### config.mk
export PLATFORM = sky130hd
export DESIGN_NAME = sample04_sched
export DESIGN_NICKNAME = d
export VERILOG_FILES = /design/src/rtl/sample04_sched.sv
export SDC_FILE = /design/constraint.sdc
export NUM_CORES = 1
export LEC_CHECK = 0
export ABC_AREA = 1
export CAP_MARGIN = 20
export CORE_MARGIN = 5
export CORE_UTILIZATION = 40
export CTS_BUF_LIST = sky130_fd_sc_hd__clkbuf_8
export CTS_CLUSTER_SIZE = 25
export DETAILED_ROUTE_END_ITERATION = 8
export SETUP_SLACK_MARGIN = 0.05
export SLEW_MARGIN = 25
export SYNTH_ARGS = -nofsm -noshare
export SYNTH_HDL_FRONTEND = slang
export SYNTH_SLANG_ARGS = --single-unit
### constraint.sdc
create_clock -name clk -period 2.6 [get_ports clk]
set_clock_uncertainty 0.15 [all_clocks]
set_input_delay 0.26 -clock clk [delete_from_list [all_inputs] [get_ports clk]]
set_output_delay 0.26 -clock clk [all_outputs]
set_load 0.01 [all_outputs]
### src/rtl/sample04_sched.sv
// Scheduled evaluator for a small logic network on ALUS shared 2-input units (ALUS = 1 or 2).
// Optional op_count output is enabled by defining SAMPLE04_SCHED_OPCOUNT_EN.
module sample04_sched #(
    parameter int unsigned ALUS = 1
) (
    input  logic        clk,
    input  logic        rst,
    input  logic        start,
    input  logic        x,
    input  logic        y,
    input  logic        z,
    input  logic        u,
    input  logic        v,
    input  logic        w,
    output logic        ready,
    output logic        busy,
    output logic        done,
    output logic        r,
    output logic        s,
    output logic        t
`ifdef SAMPLE04_SCHED_OPCOUNT_EN
    ,
    output logic [15:0] op_count
`endif
);

    localparam int unsigned STEP_W    = 4;
    localparam int unsigned OP_W      = 4;
    localparam int unsigned FN_W      = 2;
    localparam int unsigned LAST_STEP = (ALUS == 2) ? 4 : 8;

    localparam logic [FN_W-1:0] FN_AND = FN_W'(0);
    localparam logic [FN_W-1:0] FN_OR  = FN_W'(1);
    localparam logic [FN_W-1:0] FN_NOT = FN_W'(2);

    if (!(ALUS == 1 || ALUS == 2)) begin : g_bad_alus
        $error("sample04_sched: ALUS must be 1 or 2");
    end

    typedef enum logic [1:0] {
        IDLE = 2'd0,
        EXEC = 2'd1,
        DONE = 2'd2
    } state_t;

    state_t              state;
    state_t              state_nxt;
    logic [STEP_W-1:0]   step;
    logic                last_step;
    logic                accept;
    logic                ready_nxt;
    logic                busy_nxt;
    logic                done_nxt;

    logic x_q, y_q, z_q, u_q, v_q, w_q;
    logic a_q, n_q, p_q, q_q, b_q, m_q, r_q, s_q, t_q;
    logic a_nxt, n_nxt, p_nxt, q_nxt, b_nxt, m_nxt, r_nxt, s_nxt, t_nxt;

    logic [OP_W-1:0] slot_op  [ALUS];
    logic [FN_W-1:0] slot_fn  [ALUS];
    logic            slot_a   [ALUS];
    logic            slot_b   [ALUS];
    logic            slot_res [ALUS];

    // Schedule table: operation number (1..9, 0 = idle slot) for a step and ALU slot.
    function automatic logic [OP_W-1:0] sched_op(input logic [STEP_W-1:0] st, input int unsigned slot);
        logic [OP_W-1:0] op;
        op = '0;
        if (ALUS == 1) begin
            case (st)
                STEP_W'(0): op = OP_W'(1);
                STEP_W'(1): op = OP_W'(5);
                STEP_W'(2): op = OP_W'(2);
                STEP_W'(3): op = OP_W'(6);
                STEP_W'(4): op = OP_W'(3);
                STEP_W'(5): op = OP_W'(4);
                STEP_W'(6): op = OP_W'(7);
                STEP_W'(7): op = OP_W'(8);
                STEP_W'(8): op = OP_W'(9);
                default:    op = '0;
            endcase
        end else if (slot == 0) begin
            case (st)
                STEP_W'(0): op = OP_W'(1);
                STEP_W'(1): op = OP_W'(2);
                STEP_W'(2): op = OP_W'(3);
                STEP_W'(3): op = OP_W'(4);
                STEP_W'(4): op = OP_W'(7);
                default:    op = '0;
            endcase
        end else begin
            case (st)
                STEP_W'(0): op = OP_W'(5);
                STEP_W'(1): op = OP_W'(6);
                STEP_W'(2): op = OP_W'(8);
                STEP_W'(3): op = OP_W'(9);
                default:    op = '0;
            endcase
        end
        return op;
    endfunction

    function automatic logic alu(input logic [FN_W-1:0] fn, input logic ia, input logic ib);
        logic res;
        case (fn)
            FN_AND:  res = ia & ib;
            FN_OR:   res = ia | ib;
            FN_NOT:  res = ~ia;
            default: res = 1'b0;
        endcase
        return res;
    endfunction

    assign last_step = (step == STEP_W'(LAST_STEP));
    assign accept    = start && ((state == IDLE) || (state == DONE));

    // State register
    always_ff @(posedge clk) begin
        if (rst) state <= IDLE;
        else     state <= state_nxt;
    end

    // Next-state logic
    always_comb begin
        state_nxt = state;
        case (state)
            IDLE:    if (start) state_nxt = EXEC;
            EXEC:    if (last_step) state_nxt = DONE;
            DONE:    state_nxt = start ? EXEC : IDLE;
            default: state_nxt = IDLE;
        endcase
    end

    // Output decode of the upcoming state, registered below
    always_comb begin
        ready_nxt = 1'b1;
        busy_nxt  = 1'b0;
        done_nxt  = 1'b0;
        case (state_nxt)
            EXEC: begin
                ready_nxt = 1'b0;
                busy_nxt  = 1'b1;
            end
            DONE:    done_nxt = 1'b1;
            default: ;
        endcase
    end

    always_ff @(posedge clk) begin
        if (rst) begin
            ready <= 1'b1;
            busy  <= 1'b0;
            done  <= 1'b0;
        end else begin
            ready <= ready_nxt;
            busy  <= busy_nxt;
            done  <= done_nxt;
        end
    end

    // Per-slot operand routing into the shared units
    always_comb begin
        for (int i = 0; i < int'(ALUS); i++) begin
            slot_op[i] = (state == EXEC) ? sched_op(step, i) : '0;
            slot_fn[i] = FN_AND;
            slot_a[i]  = 1'b0;
            slot_b[i]  = 1'b0;
            case (slot_op[i])
                OP_W'(1): begin slot_fn[i] = FN_AND; slot_a[i] = x_q; slot_b[i] = y_q; end
                OP_W'(2): begin slot_fn[i] = FN_AND; slot_a[i] = a_q; slot_b[i] = z_q; end
                OP_W'(3): begin slot_fn[i] = FN_OR;  slot_a[i] = n_q; slot_b[i] = u_q; end
                OP_W'(4): begin slot_fn[i] = FN_OR;  slot_a[i] = p_q; slot_b[i] = w_q; end
                OP_W'(5): begin slot_fn[i] = FN_OR;  slot_a[i] = v_q; slot_b[i] = x_q; end
                OP_W'(6): begin slot_fn[i] = FN_OR;  slot_a[i] = b_q; slot_b[i] = y_q; end
                OP_W'(7): begin slot_fn[i] = FN_AND; slot_a[i] = q_q; slot_b[i] = m_q; end
                OP_W'(8): begin slot_fn[i] = FN_AND; slot_a[i] = u_q; slot_b[i] = w_q; end
                OP_W'(9): begin slot_fn[i] = FN_NOT; slot_a[i] = z_q; slot_b[i] = 1'b0; end
                default:  ;
            endcase
            slot_res[i] = alu(slot_fn[i], slot_a[i], slot_b[i]);
        end
    end

    // Result write-back to the destination register of each slot's operation
    always_comb begin
        a_nxt = a_q; n_nxt = n_q; p_nxt = p_q; q_nxt = q_q; b_nxt = b_q;
        m_nxt = m_q; r_nxt = r_q; s_nxt = s_q; t_nxt = t_q;
        for (int i = 0; i < int'(ALUS); i++) begin
            case (slot_op[i])
                OP_W'(1): a_nxt = slot_res[i];
                OP_W'(2): n_nxt = slot_res[i];
                OP_W'(3): p_nxt = slot_res[i];
                OP_W'(4): q_nxt = slot_res[i];
                OP_W'(5): b_nxt = slot_res[i];
                OP_W'(6): m_nxt = slot_res[i];
                OP_W'(7): r_nxt = slot_res[i];
                OP_W'(8): s_nxt = slot_res[i];
                OP_W'(9): t_nxt = slot_res[i];
                default:  ;
            endcase
        end
    end

    // Operand capture, step counter, intermediates and published results
    always_ff @(posedge clk) begin
        if (rst) begin
            step <= '0;
            {x_q, y_q, z_q, u_q, v_q, w_q} <= '0;
            {a_q, n_q, p_q, q_q, b_q, m_q, r_q, s_q, t_q} <= '0;
            {r, s, t} <= '0;
        end else begin
            if (accept) begin
                step <= '0;
                {x_q, y_q, z_q, u_q, v_q, w_q} <= {x, y, z, u, v, w};
            end else if (state == EXEC) begin
                step <= step + STEP_W'(1);
            end
            {a_q, n_q, p_q, q_q, b_q, m_q, r_q, s_q, t_q} <=
                {a_nxt, n_nxt, p_nxt, q_nxt, b_nxt, m_nxt, r_nxt, s_nxt, t_nxt};
            if ((state == EXEC) && last_step) {r, s, t} <= {r_nxt, s_nxt, t_nxt};
        end
    end

`ifdef SAMPLE04_SCHED_OPCOUNT_EN
    logic [1:0] ops_now;

    always_comb begin
        ops_now = '0;
        for (int i = 0; i < int'(ALUS); i++) begin
            if (slot_op[i] != '0) ops_now = ops_now + 2'd1;
        end
    end

    // Saturating count of executed operations
    always_ff @(posedge clk) begin
        if (rst)                                     op_count <= '0;
        else if (op_count > (16'hFFFF - 16'(ops_now))) op_count <= 16'hFFFF;
        else                                         op_count <= op_count + 16'(ops_now);
    end
`endif

endmodule

==> flow_metrics.env <==
export IMPL_nNetsFinal=241
export IMPL_fin_crit_sh_pct=83.9
export IMPL_fp_row_count=22
export IMPL_clk_path_buf_depth=2
export IMPL_worst_pin_slew_ps=379
export IMPL_fill_cells=363
export IMPL_grt_setup_unrepaired="false"
export IMPL_hp_start="w_q"
export IMPL_routed_wl_um=3080
export IMPL_finalSetupTns_ps=0
export IMPL_drcViolationCount=0
export IMPL_regArea_um2=621
export IMPL_synthCells=208
export IMPL_io_buffers=14
export IMPL_placed_cell_area_um2=1700
export IMPL_die_w_um=71.3
export IMPL_clock_sinks=31
export IMPL_grt_overflow_total=0
export IMPL_via_per_inst=4.55
export IMPL_post_synth_main_area_contributors="dfxtp_1, nand3_1, nand2_1"
export IMPL_crit_fanout=9
export IMPL_grt_antenna_before_repair=0
export IMPL_coreArea_um2=3660
export IMPL_netlist_area_um2=1500
export IMPL_n_antenna_cell=0
export IMPL_vias=1259
export IMPL_die_area_um2=5090
export IMPL_multi_input_area_um2=741
export IMPL_cts_hold_buf=0
export IMPL_synth_ff_type="dfxtp_1"
export IMPL_max_cap_violations=0
export IMPL_grt_pass1_vias=1180
export IMPL_critical_path_startpoint_type="register"
export IMPL_area_growth_pct=20.8
export IMPL_hold_depth=2
export IMPL_final_util_pct=49.6
export IMPL_synth_seq_cells=31
export IMPL_fp_dieH_um=71.3
export IMPL_ioPinCount=15
export IMPL_leakagePower_nw=0.855
export IMPL_path_clk_slew_ps=70
export IMPL_place_gp_congestion=0.852
export IMPL_slew_headroom_pct=74.6
export IMPL_dr_pass1_iters=4
export IMPL_status="complete, no violations"
export IMPL_layout_drive_gt1_share_pct=15.3
export IMPL_synth_edf_count=0
export IMPL_ys_types=28
export IMPL_powerDensity_nw_per_um2=596
export IMPL_yosys_warnings=0
export IMPL_final_area_um2=1820
export IMPL_grt_max_degree=13
export IMPL_min_path_type="register to register"
export IMPL_r2r_cells=12
export IMPL_setup_viol_count_final=0
export IMPL_yosys_area_top_type_share_pct=41.3
export IMPL_postRouteAntennaNets=0
export IMPL_syn_area_per_cell_um2=7.23
export IMPL_critPathCaptureType="register"
export IMPL_critPathRequiredTime_ps=2630
export IMPL_cts_max_level=2
export IMPL_maxSlewViolCount=0
export IMPL_grt_total_usage_pct=13.1
export IMPL_root_buffer="clkbuf_8"
export IMPL_rrSetupSlack_ps=420
export IMPL_dr_first_iter_drc_count=80
export IMPL_cts_tree="yes"
export IMPL_min_to="w_q"
export IMPL_detail_route_wl_per_cell_um=11.1
export IMPL_ys_seq_area_share_pct=41.3
export IMPL_dp_hpwl_um=2420
export IMPL_yosysMostFrequentCell="nand2_1"
export IMPL_crit_arrival_ps=2210
export IMPL_clkLatencyLatePin_ps=280
export IMPL_rr_startpoint="state[0]"
export IMPL_post_cts_buffers=0
export IMPL_timing_hold_violations_final=0
export IMPL_critical_path_class="register to register"
export IMPL_p_total_mw=1.08
export IMPL_fin_cells=277
export IMPL_cts_made_buffers=5
export IMPL_post_cts_resized=0
export IMPL_start_util_pct=41.1
export IMPL_max_freq_mhz=459
export IMPL_async_flop_share_pct=0
export IMPL_placed_cells=269
export IMPL_synth_commonest_cells="nand2_1, dfxtp_1, inv_1"
export IMPL_yosys_area_top_type="dfxtp_1"
export IMPL_grt_pass1_wl_um=5260
export IMPL_peakVddDrop_v=0.000343
export IMPL_synth_nets=221
export IMPL_fin_crit_ps=2180
worst max-delay path: stages, from the launching register on:
cell	delay [ps]
dfxtp_1	420
inv_2	100
nand2_2	160
inv_2	90
nor2_1	220
inv_1	90
nor3_1	270
inv_2	80
ha_1	290
nand2_1	60
o21ai_0	70
nand2_1	60
inv_1	30
cell usage in the layout (no fill, tap or decap), drive strengths merged, types with 3 or more instances in the layout:
master         Yosys  layout
a21oi              9       9
clkbuf             1       5
clkdlybuf4s50      0      14
dfxtp             31      31
ha                 4       4
inv               36      36
nand2             37      37
nand3             25      25
nor2              31      31
nor3               5       5
o211ai             3       3
o21ai             17      17
area by class of cell:
cell class / count / area share (%)
Clock buffer: 5 / 3.79
Clock inverter: 3 / 2.41
Inverter: 36 / 7.44
Multi-Input combinational cell: 139 / 40.8
Sequential cell: 31 / 34.2
Tap cell: 48 / 3.31
Timing Repair Buffer: 15 / 8.13
stage by stage:
stage / setup WS (ps) / hold WS, ps
floorplan: 651 / 271
finish: 419 / 337
CTS: 391 / 341
detailed placement: 201 / 326
global placement: 268 / 338
global route: 215 / 381
kinds of logic (layout without fill, tap and decap cells):
family                   Yosys count  count (layout)  share of synthesized area, %
AO/OA/AOI/OAI                     29              29                          10.6
XOR/XNOR                           3               3                          1.75
adder cells (fa/ha/maj)            4               4                          3.33
buffers and inverters             38              59                          9.48
flip-flops                        31              31                          41.3
AND/OR/NAND/NOR                  103             103                          33.5
power by group:
| part | internal, mW | total [mW] | switching [mW] | leakage, nW |
|---|---|---|---|---|
| logic | 0.0419 | 0.103 | 0.0610 | 0.544 |
| registers | 0.494 | 0.510 | 0.0152 | 0.253 |
| clock network | 0.285 | 0.471 | 0.186 | 0.0581 |
| total | 0.821 | 1.08 | 0.262 | 0.855 |
how the worst max path moves through the flow:
stage              from        to  slack [ps]  cells after the start
3_5_place_dp      start  register         200                     12
2_1_floorplan  state[0]  register         650                     12
6_report       state[0]  register         420                     12
4_1_cts        state[0]  register         390                     12
5_1_grt        state[0]  register         220                     12
3_3_place_gp      start  register         270                     12
routing by layer:
metal  part of all wire [%]  GRT usage, %  vias to the layer above
met5                      0             0                        -
met4                   0.52          4.38                        0
met3                    4.5          4.21                        2
met2                     42          19.2                       25
met1                     52          18.0                      529
li1                       -             -                      703
Power figures use the tool's default switching activity.
==> RTL change 1, RTL diff (config.mk and constraints unchanged) <==
`STEP_W`: 4 -> 6.
--- a/src/rtl/sample04_sched.sv
+++ b/src/rtl/sample04_sched.sv
@@ -26,3 +26,3 @@
 
-    localparam int unsigned STEP_W    = 4;
+    localparam int unsigned STEP_W    = 6;
     localparam int unsigned OP_W      = 4;
Check against the original RTL: same outputs for any inputs over 10 cycles, from zero or initial values and one cycle with rst high; that may be too few to reach the edited logic, so the function may still have changed.
==> RTL change 1 against the unedited design <==
Synthesized area grew 9.4%. Final area grew 8.5%. Sequential share of layout area shrank 0.64 points. First-iteration DRC count shrank 44%. Via count grew 7.9%. Sequential cell count grew 2. Clock power grew 4%. Total power grew 4.1%. Wire length grew 8.6%. Setup slack gained 26 ps. Critical path depth shrank 1. Synthesized cell count grew 6.3%. Critical path type unchanged.
==> RTL change 1: results (changes against the unedited design) <==
| Metric | Value |
|---|---|
| Status | `finished, final reports clean` |
| Vias | `1,358 (+7.9%)` |
| HPWL Detailed | `2.54 mm (+5.3%)` |
| Area contributors post-synth | `dfxtp_1 (40%), nand2_1 (9.6%), inv_1 (8.0%)` |
| Hold Path End | `y_q` |
| Worst vdd ir | `0.381 mV (+11%)` |
| First-pass GRT wire length | `5.95 mm (+13%)` |
| Slew Limit Headroom | `0.685 (-0.0615)` |
| Routed len/inst | `11.4 µm (+2.6%)` |
| Register area share after synthesis | `0.402 (-0.0111)` |
| Largest net degree at the start of global routing | `23 (+10)` |
| Post-synthesis net count | `234 (+5.9%)` |
| Post-layout minimum cycle time | `2150 ps (-26.2 ps)` |
| Total GRT Usage | `0.143 (+0.0120)` |
| WHS | `322 ps (-15.8 ps)` |
| Root buf cell | `clkbuf_8` |
| Post-DR vias/cell | `4.63 (+2.0%)` |
| Worst hold start | `y_q` |
| Slowest CP cell | `nor2_1` |
| Placed Cells | `285 (+5.9%)` |
| Initial antenna violation count | `0 (unchanged)` |
| Clock buffer depth | `2 (unchanged)` |
| Iter 0 DRT Violations | `45 (-44%)` |
| RePlAce Congestion | `0.822 (-3.5%)` |
| Worst-case reg-to-reg path depth | `11 (-1)` |
| Post-DP Area | `1860 µm² (+8.9%)` |
| FF-to-FF setup slack | `450 ps (+30 ps)` |
| Syn_area_per_cell | `7.44 µm² (+3.0%)` |
| Synth unique cells | `29 (+3.6%)` |
| Slowest stage delay, CP | `390 ps (-30 ps)` |
| Nets | `255 (+5.8%)` |
| Most instantiated cells after synthesis | `nand2_1 (42), inv_1 (35), dfxtp_1 (33)` |
| Leak | `0.885 nW (+3.5%)` |
| Share of cells above drive strength 1 | `0.132 (-0.0212)` |
| Place WS | `398 ps (+198 ps)` |
| Reg2reg start | `step[5]` |
RTL change 1: cell count changes in the layout (fill, tap and decap cells not counted), moves of 4 or more:
cell,change
a21oi_1,+11
inv_1,+7
inv_2,-4
nand2_1,+10
nor2_1,-11
RTL change 1: area by class of cell:
| cell class | count | area [µm²] |
|---|---|---|
| fill | 394 | 2030 |
| multi-input combinational | 146 | 827 |
| sequential | 33 | 661 |
| timing repair buffer | 16 | 155 |
| inverter | 40 | 150 |
| clock buffer | 5 | 68.8 |
| tap | 50 | 62.6 |
| clock inverter | 3 | 46.3 |
RTL change 1: worst min-delay path, stage by stage, from the launching register on:
cell	delay, ps
dfxtp_1	320
nand2_1	60
a21oi_1	50
RTL change 1: power groups by stage:
stage	registers, mW	clock network (mW)	logic (mW)
CTS	0.536	0.506	0.104
global placement	0.547	0	0.104
floorplan	0.546	0	0.0661
detailed placement	0.548	0	0.104
finish	0.536	0.489	0.102
global route	0.539	0.531	0.118
RTL change 1: routing by layer:
metal | global-route usage | vias up | wire [µm]
li1 | - | 758 | -
met1 | 0.201 | 576 | 1740
met2 | 0.203 | 22 | 1400
met3 | 0.0446 | 2 | 175
met4 | 0.0543 | 0 | 29
met5 | 0 | - | 0
RTL change 1: stage by stage:
| stage | utilization | power (mW) |
|---|---|---|
| after floorplan | - | 0.612 |
| after global placement | 0.464 | 0.651 |
| after detailed placement | 0.464 | 0.651 |
| after CTS | 0.493 | 1.15 |
| after global routing | 0.493 | 1.19 |
| final | 0.493 | 1.13 |
RTL change 1: how the worst max path moves through the flow:
stage                           to  startpoint  cells past startpoint
final                          a_q     step[5]                     11
after global routing           m_q     step[4]                     13
after CTS                      q_q     step[5]                     13
after detailed placement  register       start                     12
after global placement         q_q     step[4]                     13
after floorplan           register    state[0]                     12
RTL change 1: cells by family after synthesis:
group           count (synthesis)  share of synthesized area
xor+xnor                        2                     0.0106
simple gates                  102                      0.326
buf+inv                        42                     0.0958
flops                          33                      0.402
compound gates                 38                      0.135
fa+ha+maj                       4                     0.0304
==> RTL change 2, RTL diff (same flow settings) <==
Without the edit above. Re-encode `state_t` (3 states) as one-hot, 3 bits wide.
--- a/src/rtl/sample04_sched.sv
+++ b/src/rtl/sample04_sched.sv
@@ -39,6 +39,6 @@
 
-    typedef enum logic [1:0] {
-        IDLE = 2'd0,
-        EXEC = 2'd1,
-        DONE = 2'd2
+    typedef enum logic [2:0] {
+        IDLE = 3'b001,
+        EXEC = 3'b010,
+        DONE = 3'b100
     } state_t;
Check against the original RTL: no difference found for any inputs over 10 cycles, from zero or initial values and one cycle with rst high; not proved beyond that.
==> RTL change 2 against the unedited design <==
Cell count grew 2.5%. First-iteration DRC count increased by 45%. Synthesized area up 14%. Setup slack better by 100 ps. Sequential cell count rose by 1. Total power is 7.3% lower. Wire length increased by 7.8%. Synthesized cell count grew 2.4%. Final area rose by 11%. Count of clock-buffer cells in the layout rose by 1. Die area increased by 12%. Largest cell class unchanged. Largest power group unchanged.
==> RTL change 2: results (changes against the unedited design) <==
| Metric | Value |
|---|---|
| Met2 Usage GRT | `0.205 (+0.0133)` |
| Vias in the first global route | `1,251 (+6.0%)` |
| Total GRT Usage | `0.137 (+0.00606)` |
| Setup CP Type | `reg2reg` |
| Worst vdd ir | `0.280 mV (-18%)` |
| Routed len/inst | `11.7 µm (+5.1%)` |
| Worst-case reg-to-reg path depth | `12 (unchanged)` |
| Pre-antenna DRT Iters | `4 (unchanged)` |
| Combinational share of power | `0.075 (-0.020)` |
| Area contributors post-synth | `dfxtp_1 (37%), nand2_1 (7.7%), inv_1 (6.8%)` |
| Reg power frac | `0.511 (+0.040)` |
| First-pass GRT wire length | `5.87 mm (+12%)` |
| Worst Path Max Fanout | `9 (unchanged)` |
| HPWL Detailed | `2.54 mm (+5.0%)` |
| Slew Limit Headroom | `0.695 (-0.0516)` |
| Reg2reg start | `state[2]` |
| Switching Fraction | `0.255 (+0.0130)` |
| Critical path arrival | `2110 ps (-100 ps)` |
| HP Class | `reg2reg` |
| Metal3 WL | `143 µm (+2.9%)` |
| DRT met1 WL | `1.64 mm (+1.5%)` |
| Place WS | `382 ps (+181 ps)` |
| GR Layer Usage met1 | `0.188 (+0.00846)` |
| Synth unique cells | `32 (+14%)` |
| Most instantiated cells after synthesis | `nand2_1 (35), dfxtp_1 (32), inv_1 (31)` |
| Die W | `75.5 µm (+5.8%)` |
| DRC Markers | `0 (unchanged)` |
| Leak | `0.899 nW (+5.1%)` |
| Post-synthesis net count | `226 (+2.3%)` |
| Met3 Use GR | `0.0383 (-0.00382)` |
| WL met2 | `1.49 mm (+14%)` |
| Ys flop type | `dfxtp_1` |
| Post-DR vias/cell | `4.71 (+3.6%)` |
| Share of cells above drive strength 1 | `0.205 (+0.0523)` |
| Register area share after synthesis | `0.373 (-0.0392)` |
| RePlAce Congestion | `0.832 (-2.4%)` |
| Slowest CP cell | `dfxtp_1` |
| Nets | `246 (+2.1%)` |
| Largest net degree at the start of global routing | `16 (+3)` |
| Slowest stage delay, CP | `370 ps (-50 ps)` |
| Status | `finished, final reports clean` |
| Num CTS Buffers | `5 (unchanged)` |
| # Post-CTS Setup Buffers | `0 (unchanged)` |
| Worst skew pair latency | `about 290 ps` |
[RTL change 2: cell count changes after synthesis, sizes merged]
cell    delta
inv        -2
clkbuf     +1
nor4       +2
nor3b      +1
and2       -1
nand2      +9
a21oi      +7
o21ai      -2
xnor2      -1
nor3       -3
dfxtp      +1
nand4      +1
xor2       +1
nor2       -9
[RTL change 2: path summary, 6_finish.rpt]
check / endpoint / slack [ps]
max: a_q / 520
min: w_q / 320
max reg2reg: a_q / 520
min reg2reg: w_q / 320
[RTL change 2: kinds of logic (layout without fill, tap and decap cells)]
logic type	after synthesis	count (layout)	synth area share
AOI/OAI and AO/OA	34	34	0.125
xor gates and xnor gates	3	3	0.0153
adders and majority gates	4	4	0.0292
buffers and inverters	37	58	0.0817
DFF	32	32	0.373
and+or+nand+nor	103	103	0.375
[RTL change 2: worst max-delay path: cells and delay by family (launching register included)]
| family | cells | cell delay, ps |
|---|---|---|
| buf+inv | 2 | 150 |
| flops | 1 | 370 |
| simple gates | 8 | 1000 |
| compound gates | 2 | 310 |
[RTL change 2: area by class of cell]
type | instances | area (µm²)
Fill cell | 421 | 2070
Multi-Input combinational cell | 144 | 935
Sequential cell | 32 | 641
Timing Repair Buffer | 16 | 155
Inverter | 34 | 128
Clock buffer | 6 | 82.6
Tap cell | 50 | 62.6
Clock inverter | 2 | 15.0
[RTL change 2: per-stage QoR]
| stage | util | power, mW | cells | hold slack (ps) | area [µm²] |
|---|---|---|---|---|---|
| global route | 0.494 | 1.05 | 284 | 346 | 2020 |
| CTS | 0.494 | 1.02 | 284 | 327 | 2020 |
| detailed placement | 0.470 | 0.601 | 276 | 317 | 1920 |
| floorplan | - | 0.569 | 213 | 275 | 1720 |
| finish | 0.494 | 1.00 | 284 | 320 | 2020 |
| global placement | 0.470 | 0.600 | 276 | 313 | 1920 |
